$ cat src/rtl/rx_pkg.sv
// Shared types and constants for the serial receive controller.
// Contents: FSM state enum, serial line levels, default data width.
// No logic; imported by the controller, its interface and sub-modules.
package rx_pkg;

  typedef enum logic [1:0] {
    IDLE   = 2'd0,
    DATA   = 2'd1,
    PARITY = 2'd2,
    STOP   = 2'd3
  } rx_state_t;

  localparam logic START_LEVEL       = 1'b0;
  localparam logic STOP_LEVEL        = 1'b1;
  localparam int   DEFAULT_DATA_BITS = 8;

endpackage

$ cat src/rtl/serial_rx_controller_if.sv
// Received-byte output slot: byte, valid flag and consumer ready.
// master = controller (drives DataOut/DataValid), slave = consumer (drives DataReady).
// Transfer occurs on any cycle with DataValid & DataReady.
interface serial_rx_controller_if #(
  parameter int DATA_BITS = rx_pkg::DEFAULT_DATA_BITS
);

  logic [DATA_BITS-1:0] DataOut;
  logic                 DataValid;
  logic                 DataReady;

  modport master (
    output DataOut,
    output DataValid,
    input  DataReady
  );

  modport slave (
    input  DataOut,
    input  DataValid,
    output DataReady
  );

endinterface

$ cat src/rtl/rx_shift_reg.sv
// Right-shifting deserialiser: serial_in enters at the MSB so the first bit lands in bit 0.
// Ports: clk, clear (synchronous zero), shift_en, serial_in, data (parallel out); 1-cycle latency.
// No backpressure; shifts whenever shift_en is high.
module rx_shift_reg #(
  parameter int DATA_BITS = rx_pkg::DEFAULT_DATA_BITS
) (
  input  logic                 clk,
  input  logic                 clear,
  input  logic                 shift_en,
  input  logic                 serial_in,
  output logic [DATA_BITS-1:0] data
);

  generate
    if (DATA_BITS == 1) begin : g_single
      always_ff @(posedge clk) begin
        if (clear)         data <= '0;
        else if (shift_en) data <= serial_in;
      end
    end else begin : g_multi
      always_ff @(posedge clk) begin
        if (clear)         data <= '0;
        else if (shift_en) data <= {serial_in, data[DATA_BITS-1:1]};
      end
    end
  endgenerate

endmodule

$ cat src/rtl/serial_rx_controller.sv
// Frame controller for the serial receive path: start detect, LSB-first data shift, stop check,
// single-entry output slot. Data valid 1 cycle after the stop sample; error pulses are registered.
// A full, unaccepted slot drops the new frame and pulses Overrun. Optional parity: RX_PARITY_EN.
// Ports: clk/reset (sync, active high), SerialIn/BitValid sample strobe, Count from the bit counter,
// ClearCounter/IncCounter to it, FramingError/Overrun (+ParityError) pulses, bus = output slot.
module serial_rx_controller
  import rx_pkg::*;
#(
  parameter int DATA_BITS = DEFAULT_DATA_BITS
) (
  input  logic       clk,
  input  logic       reset,
  input  logic       SerialIn,
  input  logic       BitValid,
  input  logic [7:0] Count,
  output logic       ClearCounter,
  output logic       IncCounter,
  output logic       FramingError,
  output logic       Overrun,
`ifdef RX_PARITY_EN
  output logic       ParityError,
`endif
  serial_rx_controller_if.master bus
);

  // Count lags IncCounter by one cycle, so the last data bit is seen with Count == DATA_BITS-1.
  localparam logic [7:0] LAST_COUNT = 8'(DATA_BITS - 1);

  rx_state_t            state, next_state;
  logic [DATA_BITS-1:0] shift_data;
  logic [DATA_BITS-1:0] data_out_q;
  logic                 data_valid_q;
  logic                 shift_en;
  logic                 frame_done;
  logic                 stop_ok;
  logic                 slot_free;
  logic                 parity_ok;
  logic                 load;

  rx_shift_reg #(.DATA_BITS(DATA_BITS)) u_shift (
    .clk       (clk),
    .clear     (reset),
    .shift_en  (shift_en),
    .serial_in (SerialIn),
    .data      (shift_data)
  );

  always_ff @(posedge clk) begin
    if (reset) state <= IDLE;
    else       state <= next_state;
  end

  always_comb begin
    next_state   = state;
    ClearCounter = 1'b0;
    IncCounter   = 1'b0;
    shift_en     = 1'b0;
    case (state)
      IDLE: begin
        ClearCounter = 1'b1;
        if (BitValid && SerialIn == START_LEVEL) next_state = DATA;
      end
      DATA: begin
        if (BitValid) begin
          IncCounter = 1'b1;
          shift_en   = 1'b1;
`ifdef RX_PARITY_EN
          if (Count == LAST_COUNT) next_state = PARITY;
`else
          if (Count == LAST_COUNT) next_state = STOP;
`endif
        end
      end
      PARITY: begin
`ifdef RX_PARITY_EN
        if (BitValid) next_state = STOP;
`else
        next_state = IDLE;
`endif
      end
      STOP: begin
        if (BitValid) next_state = IDLE;
      end
      default: next_state = IDLE;
    endcase
  end

`ifdef RX_PARITY_EN
  // Even parity: data bits plus the parity bit must XOR to zero.
  always_ff @(posedge clk) begin
    if (reset)                           parity_ok <= 1'b1;
    else if (state == PARITY && BitValid) parity_ok <= ~^{shift_data, SerialIn};
  end
`else
  assign parity_ok = 1'b1;
`endif

  assign frame_done = (state == STOP) && BitValid;
  assign stop_ok    = (SerialIn == STOP_LEVEL);
  // A handshake in the completing cycle frees the slot for the new byte.
  assign slot_free  = !data_valid_q || bus.DataReady;
  assign load       = frame_done && stop_ok && parity_ok && slot_free;

  always_ff @(posedge clk) begin
    if (reset) begin
      data_out_q   <= '0;
      data_valid_q <= 1'b0;
      FramingError <= 1'b0;
      Overrun      <= 1'b0;
    end else begin
      FramingError <= frame_done && !stop_ok;
      Overrun      <= frame_done && stop_ok && parity_ok && !slot_free;
      if (load) begin
        data_out_q   <= shift_data;
        data_valid_q <= 1'b1;
      end else if (data_valid_q && bus.DataReady) begin
        data_valid_q <= 1'b0;
      end
    end
  end

`ifdef RX_PARITY_EN
  always_ff @(posedge clk) begin
    if (reset) ParityError <= 1'b0;
    else       ParityError <= frame_done && stop_ok && !parity_ok;
  end
`endif

  assign bus.DataOut   = data_out_q;
  assign bus.DataValid = data_valid_q;

endmodule
$ cat src/flat_wrapper.sv
// flat-port wrapper written by rule: the top's interface ports become plain ports
module serial_rx_controller_flat import rx_pkg::*;
#(
  parameter int DATA_BITS = DEFAULT_DATA_BITS
)
  (clk, reset, SerialIn, BitValid, Count, ClearCounter, IncCounter, FramingError, Overrun, bus_DataOut, bus_DataValid, bus_DataReady);
  serial_rx_controller_if #(.DATA_BITS(DATA_BITS)) bus_i ();
  input  logic clk;
  input  logic reset;
  input  logic SerialIn;
  input  logic BitValid;
  input  logic [7:0] Count;
  output logic ClearCounter;
  output logic IncCounter;
  output logic FramingError;
  output logic Overrun;
  output wire logic [$bits(bus_i.DataOut)-1:0] bus_DataOut;
  output wire logic [$bits(bus_i.DataValid)-1:0] bus_DataValid;
  input wire logic [$bits(bus_i.DataReady)-1:0] bus_DataReady;
  assign bus_DataOut = bus_i.DataOut;
  assign bus_DataValid = bus_i.DataValid;
  assign bus_i.DataReady = bus_DataReady;
  serial_rx_controller #(.DATA_BITS(DATA_BITS)) u_core (.clk(clk), .reset(reset), .SerialIn(SerialIn), .BitValid(BitValid), .Count(Count), .ClearCounter(ClearCounter), .IncCounter(IncCounter), .FramingError(FramingError), .Overrun(Overrun), .bus(bus_i));
endmodule
$ cat config.mk
export PLATFORM = sky130hd
export DESIGN_NAME = serial_rx_controller_flat
export DESIGN_NICKNAME = d
export VERILOG_FILES = /design/src/rtl/rx_pkg.sv /design/src/rtl/serial_rx_controller_if.sv /design/src/rtl/rx_shift_reg.sv /design/src/rtl/serial_rx_controller.sv /design/src/flat_wrapper.sv
export SDC_FILE = /design/constraint.sdc
export NUM_CORES = 1
export LEC_CHECK = 0
export BUFFER_PORTS_ARGS = -buffer_cell sky130_fd_sc_hd__buf_2
export CORE_AREA = 3 3 46 48
export CTS_BUF_LIST = sky130_fd_sc_hd__clkbuf_4 sky130_fd_sc_hd__clkbuf_8 sky130_fd_sc_hd__clkbuf_16
export DETAILED_ROUTE_END_ITERATION = 16
export DIE_AREA = 0 0 49 51
export GPL_TIMING_DRIVEN = 0
export HOLD_SLACK_MARGIN = 0.1
export PLACE_DENSITY = 0.83
export SKIP_CTS_REPAIR_TIMING = 1
export SYNTH_ARGS = -nofsm -noshare
export SYNTH_HDL_FRONTEND = slang
export SYNTH_SLANG_ARGS = --single-unit
export TNS_END_PERCENT = 50
$ cat constraint.sdc
create_clock -name clk -period 2.7 [get_ports clk]
set_clock_uncertainty 0.2 [all_clocks]
set_input_delay 0.135 -clock clk [delete_from_list [all_inputs] [get_ports clk]]
set_output_delay 0.135 -clock clk [all_outputs]
set_load 0.01 [all_outputs]
* Yosys cells after proc, flatten, opt, wreduce, memory -nomap -nowiden
Index checks and enable logic that the tools add are counted.
** Word-level totals
- Bits in registers :: 21
- Input port bits :: 13
- Output and inout port bits :: 13
- Word-level logic and storage cells :: 39
** Operators by class
- Bitwise operators :: 1
- Reduce and logical (&&, ||, !) cells :: 14
- Eq/ne operators :: 8
- Muxes and demuxes :: 10
** Operators with widths (number)
- 8-bit by 3-bit equality test with 1-bit output (second input constant) :: 1
- 2-bit two-way mux :: 4
- 2-bit one-hot mux with 4 select lines :: 1
- 1-bit logical AND :: 7
- 1-bit two-way mux :: 5
- 2-bit equality test (second input constant) :: 2
- 2-bit by 1-bit inequality test with 1-bit output (second input constant) :: 2
- 2-bit inequality test (second input constant) :: 2
- 4-bit AND reduction :: 1
- 1-bit zero test :: 3
- 2-bit by 1-bit equality test with 1-bit output (second input constant) :: 1
- 2-bit zero test :: 1
- 2-bit nonzero test :: 1
- 1-bit logical OR :: 1
- 1-bit NOT :: 1

* Logic depth before layout (Yosys ltp)
Gate-level depths: netlist (run 1).
- Depth after elaboration :: 5
- Mapped depth :: 4
- Depth with buffers taken out :: 3

* Hierarchy
From an unflattened synthesis (run 1), not the netlist that was laid out.
** Unflattened totals
- Cells, all modules :: 85
- Area total of the unflattened synthesis :: 864.6 um2
** Modules (own cells, without submodules)
- serial_rx_controller :: times used 1, cells each 59, sequential area each 260.2 um2, area each 579.3 um2
- rx_shift_reg :: times used 1, cells each 26, sequential area each 160.2 um2, area each 285.3 um2

* Least setup slack after synthesis (run 1)
Ideal clock, no wire load.
- Path kind :: register to register
- Start point :: register u_core.state[1]
- End point :: register u_core.data_out_q[0] (netlist: u_core.bus.DataOut[0])
- Arrival :: 960 ps
- Stages on the path, launching flop included :: 5
- Library setup time :: 72 ps
- Path slack :: 1468 ps
- Period minus slack after synthesis :: 1232 ps
- Data required time :: 2428 ps
- Buffers on the path :: 1
- Cell sequence :: dfxtp_1 > nand4_2 > nor2b_2 > buf_6 > mux2i_1
** On the way
- Word-level cells in the longest chain between the ends :: 4
** RTL lines
- start: declaration :: RTL line serial_rx_controller.sv:29 : rx_state_t state, next_state;
- start signal: assignment :: RTL line serial_rx_controller.sv:50 : else state <= next_state;
- 2-bit equality test :: RTL line serial_rx_controller.sv:98 : assign frame_done = (state == STOP) && BitValid;
- 1-bit logical AND :: RTL line serial_rx_controller.sv:98
- 1-bit logical AND (2 in series) :: RTL line serial_rx_controller.sv:102 : assign load = frame_done && stop_ok && parity_ok && slot_free;
- end signal: assignment :: RTL line serial_rx_controller.sv:114 : data_out_q <= shift_data;
- end: declaration :: RTL line serial_rx_controller.sv:31 : logic [DATA_BITS-1:0] data_out_q;
No other way between the ends.
A chain may end at the register's enable or synchronous reset.

* Final worst setup path (run 1)
- Start point :: input port BitValid
- End point :: register u_core.state[1]
** On the way
- Word-level cells in the longest chain between the ends :: 3
- Elaborated cells between the ends (all ways) :: 5
- Those cells by class :: eq/ne: 3; reduce/logical: 2
** RTL lines
- start: declaration :: RTL line flat_wrapper.sv:11 : input logic BitValid;
- 1-bit logical AND :: RTL line serial_rx_controller.sv:61 : if (BitValid && SerialIn == START_LEVEL) next_state = DATA;
- 2-bit by 1-bit inequality test with 1-bit output (no source line)
- 4-bit AND reduction (no source line) *
Mark *: on every way between the ends. The rest lies on a longest branch, timed or not.

==> impl_metrics.env, run 1 <==
export IMPL_outcome="finished, final reports clean"
export IMPL_port_buffers=24
export IMPL_r2r_cells=5
export IMPL_drt_pass1_iter_count=2
export IMPL_setup_violations=0
export IMPL_rrSetupSlack_ps=360
export IMPL_drtAntennaViolNets=0
export IMPL_num_rows=15
export IMPL_drive_above_1_share_pct=31.1
export IMPL_synth_top_cell_area_share_pct=47.0
export IMPL_cp_num_buf_inv=4
export IMPL_critPathMaxFanout=7
export IMPL_cpMostUsedCell="dlygate4sd3_1"
export IMPL_root_buffer="clkbuf_4"
export IMPL_start_util_pct=51.3
export IMPL_switchingPower_uw=103
export IMPL_hold_path_depth=2
export IMPL_synth_edff_count=0
export IMPL_gp_congestion=0.709
export IMPL_worst_path_largest_cell_delay_ps=570
export IMPL_fmax_mhz=415
export IMPL_p_clk_share_pct=30.0
export IMPL_yosys_area_top_type="dfxtp_1"
export IMPL_die_w_um=49
export IMPL_hp_class="reg -> reg"
export IMPL_power_density_nw_per_um2=433
export IMPL_globalRouteTotalUtil_pct=13.4
export IMPL_p_sw_share_pct=20.3
export IMPL_cpMaxStageDelayCell="dlygate4sd3_1"
export IMPL_cp_start_kind="input port"
export IMPL_async_reset_ff_share_pct=0
export IMPL_cts_made_buffers=3
export IMPL_min_to="u_core.bus.DataOut[2]"
export IMPL_crit_chain="dlygate4sd3_1 > buf_2 > nor4b_1 > nand4b_1 > dlygate4sd3_1 > a21oi_1 > dlygate4sd3_1"
export IMPL_ys_warn_count=0
export IMPL_cts_tree="done"
export IMPL_grt_max_degree=12
export IMPL_worst_slew_pin_slew_ps=268
export IMPL_pwr_share_comb_pct=8.1
export IMPL_hold_violations=0
export IMPL_yosysSeqAreaShare_pct=47.0
export IMPL_worstSetupPathType="in -> reg"
export IMPL_maxCapViolCount=0
export IMPL_syn_nets=98
export IMPL_drv_slew=0
export IMPL_grt_setup_unrepaired="false"
export IMPL_ys_types=20
export IMPL_clockBufferDepth=2
export IMPL_synth_common_cells="dfxtp_1, mux2i_1, nand2b_1"
export IMPL_die_y_um=51
export IMPL_htreeDepth=1
export IMPL_hpwl_um=1100
export IMPL_via_per_inst=4.69
export IMPL_setup_tns_ps=0
export IMPL_nNetsFinal=136
export IMPL_ys_flop_type="dfxtp_1"
export IMPL_synth_area_um2=895
export IMPL_ys_ff_latch=21
export IMPL_peakVddDrop_v=0.000280
export IMPL_insertion_delay_ps=280
export IMPL_p_leak_uw=0.000535
export IMPL_critPathTopFamily="buffers and inverters"
export IMPL_die_area_um2=2500
export IMPL_drt_iter0_markers=2
export IMPL_min_period_ps=2410
export IMPL_cts_num_sinks=21
export IMPL_synth_most_common_cell="dfxtp_1"
export IMPL_area_growth_syn_to_layout_pct=30.3
export IMPL_r2r_end="u_core.state[1]"
export IMPL_min_period_over_period_pct=89.2
export IMPL_hold_start="u_core.bus.DataOut[2]"
export IMPL_end_kind="flop"
export IMPL_total_power_uw=505
export IMPL_cp_required_ps=2740
export IMPL_routedWlPerCell_um=9.97
export IMPL_antenna_found_initial=0
export IMPL_syn_avg_cell_area_um2=10.5
export IMPL_p_int_uw=403
export IMPL_clk_pin_slew_ps=110
export IMPL_cp_arrival_ps=2450
export IMPL_syn_inst=85
export IMPL_io_pins=26
export IMPL_grt_pass1_vias=639
export IMPL_grt_overflow=0
export IMPL_coreArea_um2=1750
export IMPL_synthTopCellsByArea="dfxtp_1, mux2i_1, nand2b_1"
export IMPL_grt_pass1_wl_um=2550
export IMPL_drc_errors=0
export IMPL_relSlewSlack_pct=81.9
export IMPL_n_antenna_cell=0
export IMPL_wl_um=1470
export IMPL_reg2reg_from="u_core.state[1]"
export IMPL_num_vias=689
export IMPL_p_seq_share_pct=61.9
-- worst max path at each step --
stage	to	from	slack [ps]	cells after the start
after floorplan	u_core.bus.DataOut[0]	u_core.state[1]	1470	4
after global placement	u_core.bus.DataOut[1]	u_core.state[1]	1380	4
after detailed placement	u_core.bus.DataOut[3]	u_core.state[1]	1340	4
after CTS	IncCounter	u_core.state[1]	1120	4
after global routing	u_core.state[1]	BitValid	150	7
final	u_core.state[1]	BitValid	290	7
-- worst min-delay path, stage by stage, from the launching register on --
cell and delay [ps]:
dfxtp_1 320, nand2b_1 60, mux2i_1 50
-- power groups by stage --
stage	Combinational [µW]	Sequential [µW]	Clock (µW)
after global placement	33.3	320	0
after global routing	45.1	314	173
after detailed placement	34.3	320	0
after CTS	34.4	313	158
after floorplan	20.0	320	0
final	40.8	313	152
-- flip-flops by register name, summed over array words and instances (netlist names) --
signal	count
u_core.state	2
u_core.Overrun	1
u_core.bus.DataOut	8
u_core.bus.DataValid	1
u_core.u_shift.data	8
u_core.FramingError	1
-- layout by cell type (no fill, tap or decap) --
cell / n
buf_2: 25
dfxtp_1: 21
mux2i_1: 16
nand2b_1: 10
nor2_1: 9
dlygate4sd3_1: 9
or2b_1: 6
clkbuf_4: 4
buf_6: 3
or2b_2: 3
a21oi_1: 3
inv_1: 2
nor3_1: 2
nand3b_1: 1
buf_4: 1
nand4_2: 1
nor2b_2: 1
nor4b_1: 1
nor4bb_1: 1
nand4b_1: 1
a211oi_1: 1
nand2_1: 1
-- cells by family (layout without fill, tap and decap cells) --
group	count (synthesis)	in the layout	synth area share [%]
AND/OR/NAND/NOR	37	37	26.6
multiplexers	16	16	17.9
flip-flops	21	21	47.0
AO/OA/AOI/OAI	4	4	2.52
buffers and inverters	7	44	6.01
-- through the flow --
step                      setup slack (ps)  std cells  utilization, %  hold WS (ps)  area (µm²)
final                                  291        147            66.8           275        1170
after global placement                1380        134            59.9           169        1050
after floorplan                       1470         85               -          13.1         895
after CTS                             1120        138            61.6          -151        1080
after global routing                   149        147            66.8           295        1170
after detailed placement              1340        134            59.9           168        1050
-- layer usage --
metal | vias to the layer above | global-route usage [%] | routed length (µm)
met3 | 2 | 2.92 | 74
li1 | 356 | - | -
met5 | - | 0 | 0
met4 | 0 | 7.11 | 17
met1 | 307 | 13.2 | 637
met2 | 24 | 26.0 | 736
-- area by class of cell --
cell class / instances / area, µm²
Sequential cell: 21 / 420
Fill cell: 161 / 579
Multi-Input combinational cell: 57 / 420
Timing Repair Buffer: 33 / 210
Clock buffer: 4 / 30.0
Inverter: 2 / 7.51
Tap cell: 25 / 31.3
Buffer: 5 / 46.3
No activity file was read; power rests on OpenSTA's default activity.
==> run 2: changes to the inputs <==
--- a/config.mk
+++ b/config.mk
@@ -5,11 +5,12 @@
 export SDC_FILE = /design/constraint.sdc
 export NUM_CORES = 1
 export LEC_CHECK = 0
+export ABC_AREA = 1
 export BUFFER_PORTS_ARGS = -buffer_cell sky130_fd_sc_hd__buf_2
-export CORE_AREA = 3 3 46 48
+export CORE_AREA = 3 3 45 47
 export CTS_BUF_LIST = sky130_fd_sc_hd__clkbuf_4 sky130_fd_sc_hd__clkbuf_8 sky130_fd_sc_hd__clkbuf_16
 export DETAILED_ROUTE_END_ITERATION = 16
-export DIE_AREA = 0 0 49 51
+export DIE_AREA = 0 0 48 50
 export GPL_TIMING_DRIVEN = 0
 export HOLD_SLACK_MARGIN = 0.1
 export PLACE_DENSITY = 0.83
==> impl_metrics.env, run 2 <==
export IMPL_grt_pass1_vias=668
export IMPL_nNetsFinal=169
export IMPL_syn_avg_cell_area_um2=7.33
export IMPL_maxCapViolCount=0
export IMPL_grt_max_degree=12
export IMPL_dpl_cell_area_um2=990
export IMPL_peakVddDrop_v=0.000264
export IMPL_cp_start_kind="input port"
export IMPL_hp_class="reg -> reg"
export IMPL_die_w_um=48
export IMPL_grt_overflow=0
export IMPL_insertion_delay_ps=300
export IMPL_fmax_mhz=371
export IMPL_cts_tree="done"
export IMPL_min_period_ps=2700
export IMPL_min_period_over_period_pct=99.8
export IMPL_num_rows=15
export IMPL_syn_nets=128
export IMPL_cts_num_sinks=21
export IMPL_routedWlPerCell_um=9.79
export IMPL_worst_slew_pin_slew_ps=276
export IMPL_drt_pass1_iter_count=4
export IMPL_start_util_pct=49.9
export IMPL_yosys_area_top_type="dfxtp_1"
export IMPL_setup_violations=0
export IMPL_relSlewSlack_pct=81.5
export IMPL_min_to="u_core.u_shift.data[0]"
export IMPL_ys_warn_count=0
export IMPL_reg2reg_from="u_core.bus.DataValid"
export IMPL_io_pins=26
export IMPL_hold_start="u_core.u_shift.data[0]"
export IMPL_synth_common_cells="dfxtp_1, nor2_1, inv_1"
export IMPL_synthTopCellsByArea="dfxtp_1, nor2_1, inv_1"
export IMPL_hold_path_depth=2
export IMPL_synth_top_cell_area_share_pct=49.9
export IMPL_ys_types=14
export IMPL_die_y_um=50
export IMPL_layout_common_cells="buf_2, nor2_1, dfxtp_1, inv_1, nand2_1"
export IMPL_gp_congestion=0.717
export IMPL_grt_pass1_wl_um=2730
export IMPL_finish_utilization_pct=66.9
export IMPL_via_per_inst=4.73
export IMPL_num_vias=814
export IMPL_n_antenna_cell=0
export IMPL_htreeDepth=1
export IMPL_worstSetupPathType="in -> reg"
export IMPL_synth_area_um2=843
export IMPL_drtAntennaViolNets=0
export IMPL_async_reset_ff_share_pct=0
export IMPL_clockBufferDepth=2
export IMPL_coreArea_um2=1690
export IMPL_cp_required_ps=2750
export IMPL_final_common_cell="buf_2"
export IMPL_r2r_end="u_core.Overrun"
export IMPL_drv_slew=0
export IMPL_critPathMaxFanout=1
export IMPL_area_growth_syn_to_layout_pct=34.0
export IMPL_rrSetupSlack_ps=920
export IMPL_outcome="finished, final reports clean"
export IMPL_p_leak_uw=0.000545
export IMPL_drt_iter0_markers=13
export IMPL_r2r_cells=5
export IMPL_final_cell_area_um2=1130
export IMPL_root_buffer="clkbuf_4"
export IMPL_port_buffers=25
export IMPL_cp_arrival_ps=2750
export IMPL_wl_um=1680
export IMPL_yosysSeqAreaShare_pct=49.9
export IMPL_drive_above_1_share_pct=22.6
export IMPL_hold_violations=0
export IMPL_syn_inst=115
export IMPL_end_kind="flop"
export IMPL_antenna_found_initial=0
export IMPL_ys_ff_latch=21
export IMPL_die_area_um2=2400
export IMPL_ys_flop_type="dfxtp_1"
export IMPL_power_density_nw_per_um2=467
export IMPL_drc_errors=0
export IMPL_hpwl_um=1200
export IMPL_clk_pin_slew_ps=110
export IMPL_globalRouteTotalUtil_pct=15.8
export IMPL_synth_edff_count=0
export IMPL_cts_made_buffers=3
==> run 2: cell count changes after synthesis, sizes merged, moves of 9 or more <==
cell	before	now
nor2	9	23
or2b	9	0
nand2	1	16
inv	2	20
mux2i	16	0
nand2b	10	0
nand3	0	11
==> run 2: report_power, final <==
group | internal (µW) | total (µW) | switching (µW)
clock network | 67.7 | 157 | 89.5
logic | 23.6 | 49.9 | 26.3
registers | 317 | 321 | 3.93
==> run 2: layout make-up <==
cell class / count / area (µm²)
fillers: 153 / 559
flip-flops and latches: 21 / 420
multi-input cells: 72 / 332
repair buffers: 36 / 235
inverters: 20 / 75.1
clock buffers: 4 / 30.0
well taps: 17 / 21.3
plain buffers: 2 / 16.3
==> run 2: layer usage <==
metal	GRT usage (%)	vias up	part of all wire (%)
li1	-	437	-
met1	20.1	349	44
met2	23.3	23	50
met3	2.19	5	3.6
met4	10.8	0	3.0
met5	0	-	0
==> run 2: stage by stage <==
stage          total power [µW]  TNS [ps]  instances  hold WS [ps]  setup WS, ps
6_report                    528         0        172           265          4.99
3_5_place_dp                371         0        157           148          1360
4_1_cts                     529         0        161          -184          1000
2_1_floorplan               354         0        115          4.07          1490
5_1_grt                     561     -73.6        172           286         -73.6
3_3_place_gp                369         0        157           139          1360
==> run 2: kinds of logic after synthesis <==
family | after synthesis | synth area share [%]
buffers and inverters | 22 | 10.8
and+or+nand+nor | 53 | 27.6
DFF | 21 | 49.9
AOI/OAI and AO/OA | 19 | 11.7
==> run 2: worst max-delay path, stage by stage <==
cell and delay (ps):
dlygate4sd3_1 540, buf_2 120, nor2_1 90, dlygate4sd3_1 560, nand3_1 70, dlygate4sd3_1 550
a21oi_1 130, dlygate4sd3_1 560
==> run 2: how the worst max path moves through the flow <==
stage,startpoint,end,slack [ps]
after floorplan,u_core.state[0],u_core.u_shift.data[0],1490
after global placement,u_core.state[0],IncCounter,1360
after CTS,u_core.state[0],IncCounter,1000
after detailed placement,u_core.state[0],IncCounter,1360
after global routing,Count[6],u_core.state[1],-70
final,Count[6],u_core.state[1],5
